$ cat src/rtl/if_fetch.sv
// Instruction fetch stage: PC register, single-outstanding imem read, valid/ready hand-off to decode.
// Downstream redirects replace the PC and squash whatever fetch is in flight.
module if_fetch #(
    parameter logic [31:0] RESET_PC = 32'h0000_0000
) (
    input  logic        clk,
    input  logic        rst,
    output logic        imem_req,
    output logic [31:0] imem_addr,
    input  logic        imem_rvalid,
    input  logic [31:0] imem_rdata,
    output logic        id_valid,
    input  logic        id_ready,
    output logic [31:0] id_inst,
    output logic [31:0] id_pc,
    output logic [31:0] id_pc4,
    input  logic        redirect,
    input  logic [31:0] redirect_pc
);

    localparam logic [1:0] S_REQ   = 2'd0;
    localparam logic [1:0] S_WAIT  = 2'd1;
    localparam logic [1:0] S_HOLD  = 2'd2;
    localparam logic [1:0] S_DRAIN = 2'd3;

    localparam logic [31:0] NOP = 32'h0000_0013;

    logic [1:0]  r_state;
    logic [1:0]  w_state_next;
    logic [31:0] r_pc;
    logic [31:0] w_pc_next;
    logic        r_valid;
    logic        w_valid_next;
    logic [31:0] r_inst;
    logic [31:0] w_inst_next;
    logic [31:0] r_id_pc;
    logic [31:0] w_id_pc_next;
    logic [31:0] w_redirect_pc;
    logic        w_unused;

    assign w_redirect_pc = {redirect_pc[31:2], 2'b00};
    assign w_unused      = ^redirect_pc[1:0];

    always_comb begin
        w_state_next = r_state;
        w_pc_next    = r_pc;
        w_valid_next = r_valid;
        w_inst_next  = r_inst;
        w_id_pc_next = r_id_pc;
        if (redirect) begin
            // Redirect wins over every other event; an outstanding read must still be drained.
            w_pc_next    = w_redirect_pc;
            w_valid_next = 1'b0;
            case (r_state)
                S_REQ:   w_state_next = S_DRAIN;
                S_WAIT:  w_state_next = imem_rvalid ? S_REQ : S_DRAIN;
                S_HOLD:  w_state_next = S_REQ;
                default: w_state_next = imem_rvalid ? S_REQ : S_DRAIN;
            endcase
        end else begin
            case (r_state)
                S_REQ: begin
                    w_state_next = S_WAIT;
                end
                S_WAIT: begin
                    if (imem_rvalid) begin
                        w_inst_next  = imem_rdata;
                        w_id_pc_next = r_pc;
                        w_valid_next = 1'b1;
                        w_state_next = S_HOLD;
                    end
                end
                S_HOLD: begin
                    if (r_valid && id_ready) begin
                        w_pc_next    = r_pc + 32'd4;
                        w_valid_next = 1'b0;
                        w_state_next = S_REQ;
                    end
                end
                default: begin
                    if (imem_rvalid) begin
                        w_state_next = S_REQ;
                    end
                end
            endcase
        end
    end

    always_ff @(posedge clk or posedge rst) begin
        if (rst) begin
            r_state <= S_REQ;
            r_pc    <= RESET_PC;
            r_valid <= 1'b0;
            r_inst  <= NOP;
            r_id_pc <= RESET_PC;
        end else begin
            r_state <= w_state_next;
            r_pc    <= w_pc_next;
            r_valid <= w_valid_next;
            r_inst  <= w_inst_next;
            r_id_pc <= w_id_pc_next;
        end
    end

    // Reset holds the FSM in S_REQ, so the strobe is masked while rst is high.
    assign imem_req  = (r_state == S_REQ) && !rst;
    assign imem_addr = r_pc;
    assign id_valid  = r_valid;
    assign id_inst   = r_inst;
    assign id_pc     = r_id_pc;
    assign id_pc4    = r_id_pc + 32'd4;

endmodule

$ cat config.mk
export PLATFORM = sky130hd
export DESIGN_NAME = if_fetch
export DESIGN_NICKNAME = d
export VERILOG_FILES = /design/src/rtl/if_fetch.sv
export SDC_FILE = /design/constraint.sdc
export NUM_CORES = 1
export LEC_CHECK = 0
export ABC_AREA = 1
export BUFFER_PORTS_ARGS = -buffer_cell sky130_fd_sc_hd__buf_2
export CORE_MARGIN = 2
export CORE_UTILIZATION = 56
export CTS_BUF_LIST = sky130_fd_sc_hd__clkbuf_4 sky130_fd_sc_hd__clkbuf_8
export CTS_CLUSTER_DIAMETER = 80
export DETAILED_ROUTE_END_ITERATION = 10
export PLACE_DENSITY = 0.9
export SLEW_MARGIN = 20
export SYNTH_ARGS = -nofsm -noshare
export SYNTH_HDL_FRONTEND = slang
export SYNTH_SLANG_ARGS = --single-unit
$ cat constraint.sdc
create_clock -name clk -period 6.9 [get_ports clk]
set_input_delay 0.69 -clock clk [delete_from_list [all_inputs] [get_ports clk]]
set_output_delay 0.69 -clock clk [all_outputs]
set_load 0.1 [all_outputs]
==> flow_metrics.env <==
export IMPL_route_vias_total=5376
export IMPL_antenna_cells=0
export IMPL_synth_compound_area_share=0.0751
export IMPL_floorplan_die_width_um=104
export IMPL_critical_path_max_fanout=5
export IMPL_clkTransAtPathRegs_ns=0.10
export IMPL_drt_antenna_violating_nets=0
export IMPL_worst_skew_pair_late_latency_ns=0.38
export IMPL_netlist_instances=726
export IMPL_detail_route_vias_per_cell=5.14
export IMPL_status="complete, no violations"
export IMPL_cts_hold_buf=0
export IMPL_syn2layout_area_growth_pct=21.3
export IMPL_firstDrtPassIters=7
export IMPL_multi_input_comb_area_um2=2800
export IMPL_max_freq_mhz=335
export IMPL_synth_simple_area_share=0.292
export IMPL_numCtsBuffers=9
export IMPL_routedWlPerCell_um=14.1
export IMPL_cts_setup_buffers=0
export IMPL_synth_seq_area_share=0.427
export IMPL_worst_hold_path_type="primary input to asynchronous set/reset pin"
export IMPL_synth_edff_count=0
export IMPL_drc_errors=0
export IMPL_slew_headroom=0.279
export IMPL_chipHeight_um=104
export IMPL_htree_levels=3
export IMPL_max_cap_viol_count=0
export IMPL_criticalPathCategory="flip-flop to output port"
export IMPL_synth_most_common_cell="sky130_fd_sc_hd__nand2_1"
export IMPL_synth_commonest_cells="220 x sky130_fd_sc_hd__nand2_1, 93 x sky130_fd_sc_hd__nor2_1, 92 x sky130_fd_sc_hd__dfrtp_1"
export IMPL_setup_viol=0
export IMPL_grt_antenna_before_repair=0
export IMPL_post_synth_top_area_cell="sky130_fd_sc_hd__dfrtp_1"
export IMPL_skew_ns=0.0143
export IMPL_synth_adder_area_share=0.00448
export IMPL_crit_family="simple AND/OR/NAND/NOR gates"
export IMPL_timing_critical_path_slowest_stage_cell="sky130_fd_sc_hd__buf_2"
export IMPL_grtUsageTotal=0.272
export IMPL_grt_pass1_wl_um=23600
export IMPL_avgSynthCellArea_um2=7.69
export IMPL_worst_path_cell_trace="ha_1, nand2_1, nor2_1, nand2_1, nor2_1, xor2_1, buf_2"
export IMPL_tritoncts="built"
export IMPL_number_of_register_bits_inferred_by_synthesis=95
export IMPL_grt_setup_unrepaired="no"
export IMPL_detailedPlacementHpwl_um=11200
export IMPL_setup_tns_final_ns=0
export IMPL_ys_types=34
export IMPL_gp_congestion=0.965
export IMPL_ys_flop_type="sky130_fd_sc_hd__dfrtp_1"
export IMPL_seq_area_um2=2380
export IMPL_combinational_family_with_the_most_area_after_synthesis="simple AND/OR/NAND/NOR gates"
export IMPL_yosysWarningCount=0
export IMPL_ys_async_sr_fraction=1.00
export IMPL_clk_root_buffer_cell="sky130_fd_sc_hd__clkbuf_8"
export IMPL_required_ns=6.21
export IMPL_placement_rows=36
export IMPL_fillCellCount=812
export IMPL_synthesis_area_um2=5580
export IMPL_max_slew_violation_total_from_the_final_report=0
export IMPL_cts_num_sinks=95
export IMPL_synth_area_leaders="sky130_fd_sc_hd__dfrtp_1 41%, sky130_fd_sc_hd__nand2_1 15%, sky130_fd_sc_hd__mux2_4 8.3%"
export IMPL_cp_num_buf_inv=1
export IMPL_synth_mux_area_fraction=0.0854
export IMPL_yosys_area_top_type_share=0.412
export IMPL_synthXorXnorAreaFrac=0.0408
export IMPL_core_area_um2=9730
export IMPL_worstMarginPinSlew_ns=1.08
export IMPL_cp_slowest_stage_delay_ns=0.44
export IMPL_grt_overflow_total=0
export IMPL_grt_pass1_vias=4776
export IMPL_ioPinCount=199
export IMPL_crit_path_end_kind="output port"
export IMPL_die_area_um2=10800
export IMPL_cts_repair_resize_count=0
export IMPL_final_hold_viol_count=0
export IMPL_post_route_min_period_ns=2.98
export IMPL_arrival_ns=2.29
export IMPL_initialDrtViolationCount=435
export IMPL_drive_above_1_share=0.289
export IMPL_finish_net_count=978
export IMPL_placement_io_buffers=190
export IMPL_setup_worst_path_start_class="flip-flop"
export IMPL_ctsLongestPathBuffers=2
export IMPL_grt_max_degree=91
export IMPL_initial_core_util=0.574
export IMPL_final_min_period_over_clock_period=0.432
export IMPL_postRouteWirelength_um=14800
export IMPL_reg2reg_slack_ns=4.61
## sequential cells by signal, summed over array words and instances, names as in the netlist
register and count:
id_inst 32, id_pc 30, imem_addr 30, r_state 2
id_valid 1
## metrics by stage
stage	instances	utilization	area [um^2]	hold slack (ns)	setup slack, ns
final	1045	0.696	6770	0.293	3.92
after global routing	1045	0.696	6770	0.324	3.67
after CTS	1045	0.696	6770	0.299	3.90
after detailed placement	1029	0.677	6580	0.487	3.98
after global placement	1029	0.677	6580	0.483	4.01
after floorplan	731	-	5600	0.521	2.72
## layer usage
layer / wire, um / GRT usage
met3: 939 / 0.0378
met5: 0 / 0
met4: 414 / 0.0927
met2: 7110 / 0.452
met1: 6290 / 0.367
## final timing paths
path	from	endpoint	depth (start not counted)
max in group asynchronous	rst	id_pc[22]	3
max	id_pc[2]	id_pc4[18]	7
min in group clk	id_inst[12]	id_inst[12]	1
max reg2reg	r_state[0]	imem_addr[18]	8
min reg2reg	id_inst[12]	id_inst[12]	1
min	rst	r_state[0]	2
## cells by family (layout without fill, tap and decap cells)
group / after synthesis / count (layout)
buffers and inverters: 97 / 278
adder cells (fa/ha/maj): 2 / 2
multiplexers: 32 / 32
XOR/XNOR: 26 / 26
other: 1 / 6
flip-flops: 95 / 95
AO/OA/AOI/OAI: 81 / 81
AND/OR/NAND/NOR: 392 / 392
## worst reg2reg max path, stage by stage (launching register included)
cell	delay, ns
sky130_fd_sc_hd__dfrtp_1	0.42
sky130_fd_sc_hd__inv_2	0.09
sky130_fd_sc_hd__a21oi_1	0.07
sky130_fd_sc_hd__nor2_2	0.71
sky130_fd_sc_hd__inv_2	0.50
sky130_fd_sc_hd__a21oi_1	0.24
sky130_fd_sc_hd__nand2_1	0.07
sky130_fd_sc_hd__nand2_1	0.06
sky130_fd_sc_hd__inv_1	0.03
## cell type report
cell class / instances / area share
Timing Repair Buffer: 193 / 0.144
Tap cell: 133 / 0.0246
Sequential cell: 95 / 0.352
Multi-Input combinational cell: 539 / 0.414
Clock inverter: 7 / 0.00961
Inverter: 69 / 0.0384
Clock buffer: 9 / 0.0183
## layout by cell type (no fill, tap or decap)
cell                         synthesis  layout
sky130_fd_sc_hd__nor2_4              2       2
sky130_fd_sc_hd__ha_1                2       2
sky130_fd_sc_hd__o22ai_1             1       1
sky130_fd_sc_hd__clkbuf_8            0       9
sky130_fd_sc_hd__conb_1              1       6
sky130_fd_sc_hd__nand3_1            46      46
sky130_fd_sc_hd__clkinvlp_4          0       3
sky130_fd_sc_hd__nor3_2              2       2
sky130_fd_sc_hd__clkinv_2            0       1
sky130_fd_sc_hd__dfstp_2             3       3
sky130_fd_sc_hd__nand2_4             1       1
sky130_fd_sc_hd__nand2_2             1       1
sky130_fd_sc_hd__nor2_1             93      93
sky130_fd_sc_hd__buf_4               6       3
sky130_fd_sc_hd__inv_1              64      63
sky130_fd_sc_hd__inv_6               0       3
sky130_fd_sc_hd__nand3b_1            2       2
sky130_fd_sc_hd__o21ai_1            22      22
sky130_fd_sc_hd__nor3_1              9       9
sky130_fd_sc_hd__mux2_2              1       1
sky130_fd_sc_hd__nor3b_2             1       1
sky130_fd_sc_hd__nor2_2              7       7
sky130_fd_sc_hd__xor2_1             13      13
sky130_fd_sc_hd__nand4_1             6       6
sky130_fd_sc_hd__a31oi_1             2       2
sky130_fd_sc_hd__a21oi_1            15      15
sky130_fd_sc_hd__o21ai_0            37      37
sky130_fd_sc_hd__mux2_4             31      31
sky130_fd_sc_hd__clkinv_8            0       1
sky130_fd_sc_hd__nand2_1           220     220
sky130_fd_sc_hd__and2_1              2       2
sky130_fd_sc_hd__buf_2               6     190
sky130_fd_sc_hd__xnor2_1            13      13
sky130_fd_sc_hd__dfrtp_1            92      92
sky130_fd_sc_hd__inv_2               5       5
sky130_fd_sc_hd__a22oi_1             4       4
Power is not shown: default switching activity piles up to over one toggle a cycle in this logic, so the estimate is an artifact.
